`config.mk`:
```
export PLATFORM = sky130hd
export DESIGN_NAME = dead_time_monitor
export DESIGN_NICKNAME = d
export VERILOG_FILES = /design/src/rtl/dead_time_monitor.sv
export SDC_FILE = /design/constraint.sdc
export NUM_CORES = 1
export LEC_CHECK = 0
export CORE_ASPECT_RATIO = 0.8
export CORE_MARGIN = 2
export CORE_UTILIZATION = 51
export DETAILED_ROUTE_END_ITERATION = 8
export GPL_TIMING_DRIVEN = 0
export PLACE_DENSITY = 0.78
export RECOVER_POWER = 100
export SYNTH_ARGS = -nofsm -noshare
export SYNTH_HDL_FRONTEND = slang
export SYNTH_SLANG_ARGS = --single-unit
```
`constraint.sdc`:
```
create_clock -name clk -period 2.35 [get_ports clk]
set_input_delay 0.705 -clock clk [delete_from_list [all_inputs] [get_ports clk]]
set_output_delay 0.705 -clock clk [all_outputs]
set_load 0.01 [all_outputs]
```
`src/rtl/dead_time_monitor.sv`:
```
// dead_time_monitor: measures dead time between a complementary gate pair, flags short gaps and shoot-through.
// Define DTMON_INSYNC_EN to add a two-flop synchronizer on gate_A/gate_B for asynchronous loopback.
module dead_time_monitor #(
    parameter int DTCOUNT_WIDTH = 10
) (
    input  logic                     clk,
    input  logic                     reset,
    input  logic                     gate_A,
    input  logic                     gate_B,
    input  logic                     logic_A,
    input  logic                     logic_B,
    input  logic [DTCOUNT_WIDTH-1:0] dtmin_A,
    input  logic [DTCOUNT_WIDTH-1:0] dtmin_B,
    input  logic                     clear,
    output logic                     pwm_rec,
    output logic [DTCOUNT_WIDTH-1:0] dt_meas_A,
    output logic [DTCOUNT_WIDTH-1:0] dt_meas_B,
    output logic                     dt_valid_A,
    output logic                     dt_valid_B,
    output logic                     dt_err_A,
    output logic                     dt_err_B,
    output logic                     shoot_through
);

    localparam logic [2:0] IDLE  = 3'd0;
    localparam logic [2:0] A_ON  = 3'd1;
    localparam logic [2:0] B_ON  = 3'd2;
    localparam logic [2:0] DT_AB = 3'd3;
    localparam logic [2:0] DT_BA = 3'd4;
    localparam logic [2:0] FAULT = 3'd5;

    localparam logic [DTCOUNT_WIDTH-1:0] CNT_MAX = '1;
    localparam logic [DTCOUNT_WIDTH-1:0] CNT_ONE = DTCOUNT_WIDTH'(1);

    logic [2:0]               state;
    logic [DTCOUNT_WIDTH-1:0] counter;
    logic                     in_a;
    logic                     in_b;
    logic                     sa;
    logic                     sb;

`ifdef DTMON_INSYNC_EN
    logic [1:0] sync_a;
    logic [1:0] sync_b;

    always_ff @(posedge clk) begin
        if (!reset) begin
            sync_a <= 2'b00;
            sync_b <= 2'b00;
        end else begin
            sync_a <= {sync_a[0], gate_A};
            sync_b <= {sync_b[0], gate_B};
        end
    end

    assign in_a = sync_a[1];
    assign in_b = sync_b[1];
`else
    assign in_a = gate_A;
    assign in_b = gate_B;
`endif

    // Polarity is folded in at the sample register so the FSM sees "active" levels.
    always_ff @(posedge clk) begin
        if (!reset) begin
            sa <= 1'b0;
            sb <= 1'b0;
        end else begin
            sa <= in_a ^ ~logic_A;
            sb <= in_b ^ ~logic_B;
        end
    end

    always_ff @(posedge clk) begin
        if (!reset) begin
            state         <= IDLE;
            counter       <= '0;
            pwm_rec       <= 1'b0;
            dt_meas_A     <= '0;
            dt_meas_B     <= '0;
            dt_valid_A    <= 1'b0;
            dt_valid_B    <= 1'b0;
            dt_err_A      <= 1'b0;
            dt_err_B      <= 1'b0;
            shoot_through <= 1'b0;
        end else begin
            dt_valid_A <= 1'b0;
            dt_valid_B <= 1'b0;
            // Clear first so a coincident set below takes priority.
            if (clear) begin
                dt_err_A      <= 1'b0;
                dt_err_B      <= 1'b0;
                shoot_through <= 1'b0;
            end
            if (sa && sb) begin
                state         <= FAULT;
                shoot_through <= 1'b1;
            end else begin
                unique case (state)
                    IDLE: begin
                        if (sa) begin
                            state   <= A_ON;
                            pwm_rec <= 1'b1;
                        end else if (sb) begin
                            state   <= B_ON;
                            pwm_rec <= 1'b0;
                        end
                    end
                    A_ON: begin
                        if (!sa && !sb) begin
                            state   <= DT_AB;
                            counter <= CNT_ONE;
                        end else if (sb) begin
                            state      <= B_ON;
                            pwm_rec    <= 1'b0;
                            dt_meas_B  <= '0;
                            dt_valid_B <= 1'b1;
                            if (dtmin_B != '0) dt_err_B <= 1'b1;
                        end
                    end
                    B_ON: begin
                        if (!sa && !sb) begin
                            state   <= DT_BA;
                            counter <= CNT_ONE;
                        end else if (sa) begin
                            state      <= A_ON;
                            pwm_rec    <= 1'b1;
                            dt_meas_A  <= '0;
                            dt_valid_A <= 1'b1;
                            if (dtmin_A != '0) dt_err_A <= 1'b1;
                        end
                    end
                    DT_AB: begin
                        if (sb) begin
                            state      <= B_ON;
                            pwm_rec    <= 1'b0;
                            dt_meas_B  <= counter;
                            dt_valid_B <= 1'b1;
                            if (counter < dtmin_B) dt_err_B <= 1'b1;
                        end else if (sa) begin
                            state <= A_ON;
                        end else if (counter != CNT_MAX) begin
                            counter <= counter + 1'b1;
                        end
                    end
                    DT_BA: begin
                        if (sa) begin
                            state      <= A_ON;
                            pwm_rec    <= 1'b1;
                            dt_meas_A  <= counter;
                            dt_valid_A <= 1'b1;
                            if (counter < dtmin_A) dt_err_A <= 1'b1;
                        end else if (sb) begin
                            state <= B_ON;
                        end else if (counter != CNT_MAX) begin
                            counter <= counter + 1'b1;
                        end
                    end
                    FAULT: begin
                        if (!sa && !sb) state <= IDLE;
                    end
                    default: state <= IDLE;
                endcase
            end
        end
    end

endmodule

```
==> results.md, run 1 <==
- Post-CTS Setup Inserts: 0
- Worst hold start: dt_meas_A[2]$_SDFFE_PN0P_
- Vias in the first global route: 2408
- Post-synth EDFFs: 0
- Slew HR: 0.556
- VDD IR max: 412 µV
- Unrepaired setup endpoints after global routing: no
- Unique cell type count in the Yosys netlist: 47
- #FFs+latches synth: 41
- Skew final: 0.00594 ns
- Worst hold slack: 0.449 ns
- Max Slew Vio Count: 0
- Std-Cell Rows: 22
- Most frequent cell after synthesis: a21oi_1
- CP endpoint kind: flop
- Final WL: 7090 µm
- Critical Path Source Type: input port
- CTS clk-pin slew, worst paths: 0.08 ns
- Vias per cell: 5.84
- P&R area growth vs syn: 28.6%
- Cts bufs inserted: 5
- Yosys warning count: 0
- Antenna cell count: 0
- Final non-filler cell total: 453
- Tmin final: 2.25 ns
- Initial Util: 0.539
- Worst min path class: flop to flop
- Via count: 2645
- # IOs: 53
- Main synth FF type: dfxtp_1
- Core area: 4680 µm²
- Congestion Overflow GR: 0
- Req. time, crit path: 2.57 ns
- Critical Path AT: 2.47 ns
- Wirelength per Cell: 15.7 µm
- Area leader, netlist: dfxtp_1
- Top cell type's share of synthesized area: 0.326
- DR DRC count: 0
- Setup CP Type: input port to flop
- First-pass GRT wire length: 11200 µm
- Setup-failing EPs final: 0
- Die area: 5520 µm²
- CTS tree: built
- FF-to-FF Start: sa$_SDFF_PN0_
- Pin count of the biggest net entering global routing: 13
- Layout cells sized above 1: 0.0687
- Drt initial violations: 145
- Least-Margin Pin Slew: 0.663 ns
- Status: completed
- PD cells: 467 nW/µm²
- Nets: 440
- GP Congestion: 0.933
- Leakage: 1.40 nW
- Max-cap violations: 0
- Initial antenna violation count: 0
- Mapped Area: 2520 µm²
- Cells after Synth: 333
- Setup WS pre-CTS: -0.323 ns
- First-pass DRT Iterations: 5
- PnR worst setup slack: 0.0999 ns
- Inst Count DP: 445
- Clk Latency, worst-skew pair: 0.29 ns
- Root Buffer: clkbuf_8
- Die Width: 82.6 µm
- Htree depth: 2
- Sequential cell area fraction in the yosys report: 0.326
- Synth area leaders: dfxtp_1 (33%), ha_1 (10%), a21oi_1 (9.1%), nand3_1 (5.8%), nand2_1 (5.5%)
- Syn_nets: 381
- Worst Setup SP: dtmin_A[1]
- Setup TNS: 0 ns
- Crit Path Max Fanout: 2
- Asr flop ratio synth: 0
- Synthesized area per cell: 7.57 µm²
- Final period util: 0.958
- Final core occ: 0.693
- Clock Sinks: 41
- Count of final hold-check violations: 0
- Port Buf Inserts: 52
- Clock tree buffer depth: 2
- DRT antenna net count: 0
- Post-synth top cells: a21oi_1 (46), dfxtp_1 (41), nand2_1 (37)
- Hpwl dp: 5120 µm
- Max Fclk: 0.444 GHz
- Total GRT Usage: 0.269
- Die Y: 66.9 µm
-- sequential cells by signal (all words and copies together), names as in the netlist --
| name | cells |
|---|---|
| counter | 10 |
| dt_err_A | 1 |
| dt_err_B | 1 |
| dt_meas_A | 10 |
| dt_meas_B | 10 |
| dt_valid_A | 1 |
| dt_valid_B | 1 |
| pwm_rec | 1 |
| sa | 1 |
| sb | 1 |
| shoot_through | 1 |
| state | 3 |
-- worst max-delay path, stage by stage --
cell	delay, ns
dlygate4sd3_1	0.57
inv_1	0.05
ha_1	0.28
a211oi_1	0.19
o21ai_0	0.12
a221o_1	0.39
a21oi_1	0.16
-- metrics by stage --
step | power (mW) | cell area, µm²
finish | 1.51 | 3240
global route | 1.59 | 3240
CTS | 1.51 | 3200
detailed placement | 1.07 | 3120
global placement | 1.06 | 3120
floorplan | 0.950 | 2520
-- report_power, final --
group	switching (mW)	total [mW]	leakage (nW)	internal [mW]
Clock	0.245	0.451	0.0450	0.206
Sequential	0.0136	0.726	0.332	0.712
Combinational	0.191	0.336	1.03	0.145
-- layer usage --
| layer | global-route usage | part of all wire | up-vias |
|---|---|---|---|
| met5 | 0 | 0 | - |
| met4 | 0.0717 | 0.011 | 0 |
| met3 | 0.0623 | 0.083 | 8 |
| met2 | 0.425 | 0.44 | 104 |
| met1 | 0.368 | 0.47 | 1225 |
| li1 | - | - | 1308 |
-- layout by cell type, fill, tap and decap left out, types with 3 or more instances in the layout --
cell and n:
nand3_1 29, nand4_1 6, dfxtp_1 41, a31oi_1 3, nor4_1 6, buf_2 5, nor3_1 8, ha_1 17
ha_4 3, and3_1 3, a21o_1 5, o21ai_0 13, nor2b_1 3, clkdlybuf4s50_1 21, nand2_1 37, inv_1 24
dlymetal6s2s_1 3, clkbuf_1 13, nor2_1 20, clkbuf_8 5, dlygate4sd3_1 28, a21oi_1 46, nand2b_1 9
-- cell families after synthesis --
group | share of synthesized area
AO/OA/AOI/OAI | 0.222
XOR/XNOR | 0.00695
adder cells (fa/ha/maj) | 0.104
buffers and inverters | 0.0705
flip-flops | 0.326
multiplexers | 0.00397
AND/OR/NAND/NOR | 0.266
-- final timing paths --
| path | end | slack [ns] | cells after the start |
|---|---|---|---|
| max reg2reg | counter[7]$_SDFFE_PN0P_ | 0.14 | 9 |
| min | dt_meas_A[2]$_SDFFE_PN0P_ | 0.45 | 2 |
| max | dt_err_A$_SDFF_PN0_ | 0.1 | 7 |
| min reg2reg | dt_meas_A[2]$_SDFFE_PN0P_ | 0.45 | 2 |
-- final cells by class --
type	count	area, µm²
tap	60	75.1
clock inverter	2	10.0
multi-input combinational	248	1560
timing repair buffer	52	528
fill	424	1440
buffer	19	85.1
sequential	41	821
inverter	25	93.8
clock buffer	6	72.6
-- repair_timing --
action	4_1_cts	5_1_grt
pin swaps	0	1
hold buffers	0	0
setup endpoints to repair	1	3
resized for setup	1	13
(Power assumes the default switching activity.)
==> run 2, diff against run 1 <==
--- a/config.mk
+++ b/config.mk
@@ -9,8 +9,9 @@
 export CORE_MARGIN = 2
 export CORE_UTILIZATION = 51
 export DETAILED_ROUTE_END_ITERATION = 8
+export GPL_ROUTABILITY_DRIVEN = 0
 export GPL_TIMING_DRIVEN = 0
-export PLACE_DENSITY = 0.78
+export PLACE_DENSITY = 0.82
 export RECOVER_POWER = 100
 export SYNTH_ARGS = -nofsm -noshare
 export SYNTH_HDL_FRONTEND = slang
==> run 2 against run 1 <==
Via count rose by 0.26%. Critical path depth grew 2. Highest routed layer unchanged. Critical path type is now flop to flop. Utilization rose by 0.27 points. Critical endpoint is now counter[7]$_SDFFE_PN0P_. Fmax fell by 1.3%. Sequential share of layout area shrank 0.097 points. Largest power group unchanged. Final cell count did not move. Clock power decreased by 1%.
==> results.md, run 2 (same netlist as run 1, synthesis figures left out) <==
- Commonest non-fill, non-tap cells in the layout: a21oi_1 (46), dfxtp_1 (41), nand2_1 (37)
- Inst Count DP: 445 (unchanged)
- Unrepaired setup endpoints after global routing: no
- Hpwl dp: 4970 µm (-2.8%)
- First-pass GRT wire length: 11000 µm (-2.2%)
- Most common cell after layout, fill and taps aside: a21oi_1
- Die Width: 82.6 µm (unchanged)
- Clk Latency, worst-skew pair: 0.29 ns (about the same)
- Filler cells: 402 (-5.2%)
- DRT antenna net count: 0 (unchanged)
- Vias per cell: 5.85 (+0.26%)
- Final non-filler cell total: 453 (unchanged)
- Met1 Track Usage GR: 0.347 (-0.0208)
- Met3 GRT Util: 0.0420 (-0.0203)
- Req. time, crit path: 2.55 ns (-0.02 ns)
- Final WL: 6940 µm (-2.1%)
- Antenna cell count: 0 (unchanged)
- Vias in the first global route: 2448 (+1.7%)
- Htree depth: 2 (unchanged)
- Largest registers: counter (10), dt_meas_A (10), dt_meas_B (10)
- Tmin final: 2.28 ns (+0.0300 ns)
- Die Y: 66.9 µm (unchanged)
- Placed cell areas: 3120 µm² (unchanged)
- Layout cells sized above 1: 0.0763 (+0.00763)
- Clock Sinks: 41 (unchanged)
- P&R area growth vs syn: 29.1%
- Initial antenna violation count: 0 (unchanged)
- Hold-fix buffers at CTS: 0 (unchanged)
- CP endpoint kind: flop
- Setup CP Type: flop to flop
- Post-CTS Setup Inserts: 0 (unchanged)
- PD cells: 464 nW/µm² (-0.62%)
- Area of the multi-input gates: 1570 µm² (+0.97%)
- Pin count of the biggest net entering global routing: 13 (unchanged)
- Max Slew Vio Count: 0 (unchanged)
- Clock tree buffer depth: 2 (unchanged)
- Slew HR: 0.629 (+0.0727)
- GRT busiest layer: met2
- Critical Path AT: 2.48 ns (about the same)
- Leakage: 1.40 nW (about the same)
- Max Fclk: 0.439 GHz (-1.3%)
- Initial Util: 0.539 (unchanged)
- Crit Path Max Fanout: 10 (+8)
- DR DRC count: 0 (unchanged)
- Via count: 2652 (+0.26%)
- CTS tree: built
- Root Buffer: clkbuf_8
- Drt initial violations: 200 (+38%)
- Total GRT Usage: 0.260 (-0.00912)
- # IOs: 53 (unchanged)
- Die area: 5520 µm² (unchanged)
- Core area: 4680 µm² (unchanged)
- Std-Cell Rows: 22 (unchanged)
- Critical Path Source Type: flop
- Nets: 440 (unchanged)
- Skew final: 0.00504 ns (-0.000909 ns)
- Count of final hold-check violations: 0 (unchanged)
- VDD IR max: 308 µV (-25%)
- Wirelength per Cell: 15.3 µm (-2.1%)
- Cts bufs inserted: 5 (unchanged)
- Port Buf Inserts: 52 (unchanged)
- Final period util: 0.970 (+0.0128)
- First-pass DRT Iterations: 5 (unchanged)
- CTS clk-pin slew, worst paths: 0.08 ns (about the same)
- Status: completed
- Max-cap violations: 0 (unchanged)
- Fin area: 3250 µm² (+0.39%)
- Worst min path class: flop to flop
- Register area: 821 µm² (unchanged)
- Grt met2 use: 0.420 (-0.00504)
- Congestion Overflow GR: 0 (unchanged)
- Least-Margin Pin Slew: 0.554 ns (-0.109 ns)
- Setup-failing EPs final: 0 (unchanged)
==> run 2: where the power goes <==
group | switching, mW | internal, mW
sequential | 0.0142 | 0.712
clock | 0.240 | 0.206
combinational | 0.193 | 0.143
==> run 2: worst max-delay path, cell delays in order, from the launching register on <==
cell and delay, ns:
dfxtp_1 0.33, buf_2 0.21, inv_1 0.13, ha_1 0.33
nand2b_1 0.18, o32ai_2 0.12, a221oi_2 0.29, buf_2 0.27
a21oi_1 0.08, a211oi_2 0.26
==> run 2: repair_timing <==
item	in CTS	in global routing
gates resized for setup	2	9
endpoints found under the setup margin	1	1
pin swaps	0	4
==> run 2: stage by stage <==
stage | TNS (ns) | utilization | power (mW) | setup slack [ns] | hold slack (ns)
global placement | -0.418 | 0.666 | 1.06 | -0.327 | 0.443
global route | 0 | 0.695 | 1.58 | 0.00212 | 0.472
finish | 0 | 0.695 | 1.51 | 0.0699 | 0.449
CTS | 0 | 0.687 | 1.51 | 0.0355 | 0.454
floorplan | 0 | - | 0.950 | 0.278 | 0.476
detailed placement | -0.442 | 0.666 | 1.07 | -0.346 | 0.443
==> run 2: path summary, 6_finish.rpt <==
| path | start | end | slack [ns] | cells past startpoint |
|---|---|---|---|---|
| max | sa$_SDFF_PN0_ | counter[7]$_SDFFE_PN0P_ | 0.07 | 9 |
| min | dt_meas_A[6]$_SDFFE_PN0P_ | dt_meas_A[6]$_SDFFE_PN0P_ | 0.45 | 2 |
| max reg2reg | sa$_SDFF_PN0_ | counter[7]$_SDFFE_PN0P_ | 0.07 | 9 |
| min reg2reg | dt_meas_A[6]$_SDFFE_PN0P_ | dt_meas_A[6]$_SDFFE_PN0P_ | 0.45 | 2 |
==> run 2: layer usage <==
layer | wire, µm | vias to the layer above
met5 | 0 | -
met4 | 178 | 0
met3 | 592 | 23
met2 | 3010 | 128
met1 | 3160 | 1201
li1 | - | 1300
==> run 2: cell type report <==
type	count	share of cell area
multi-input cells	248	0.483
flip-flops and latches	41	0.252
repair buffers	52	0.162
inverters	25	0.0288
plain buffers	19	0.0254
well taps	60	0.0231
clock buffers	6	0.0223
clock inverters	2	0.00308
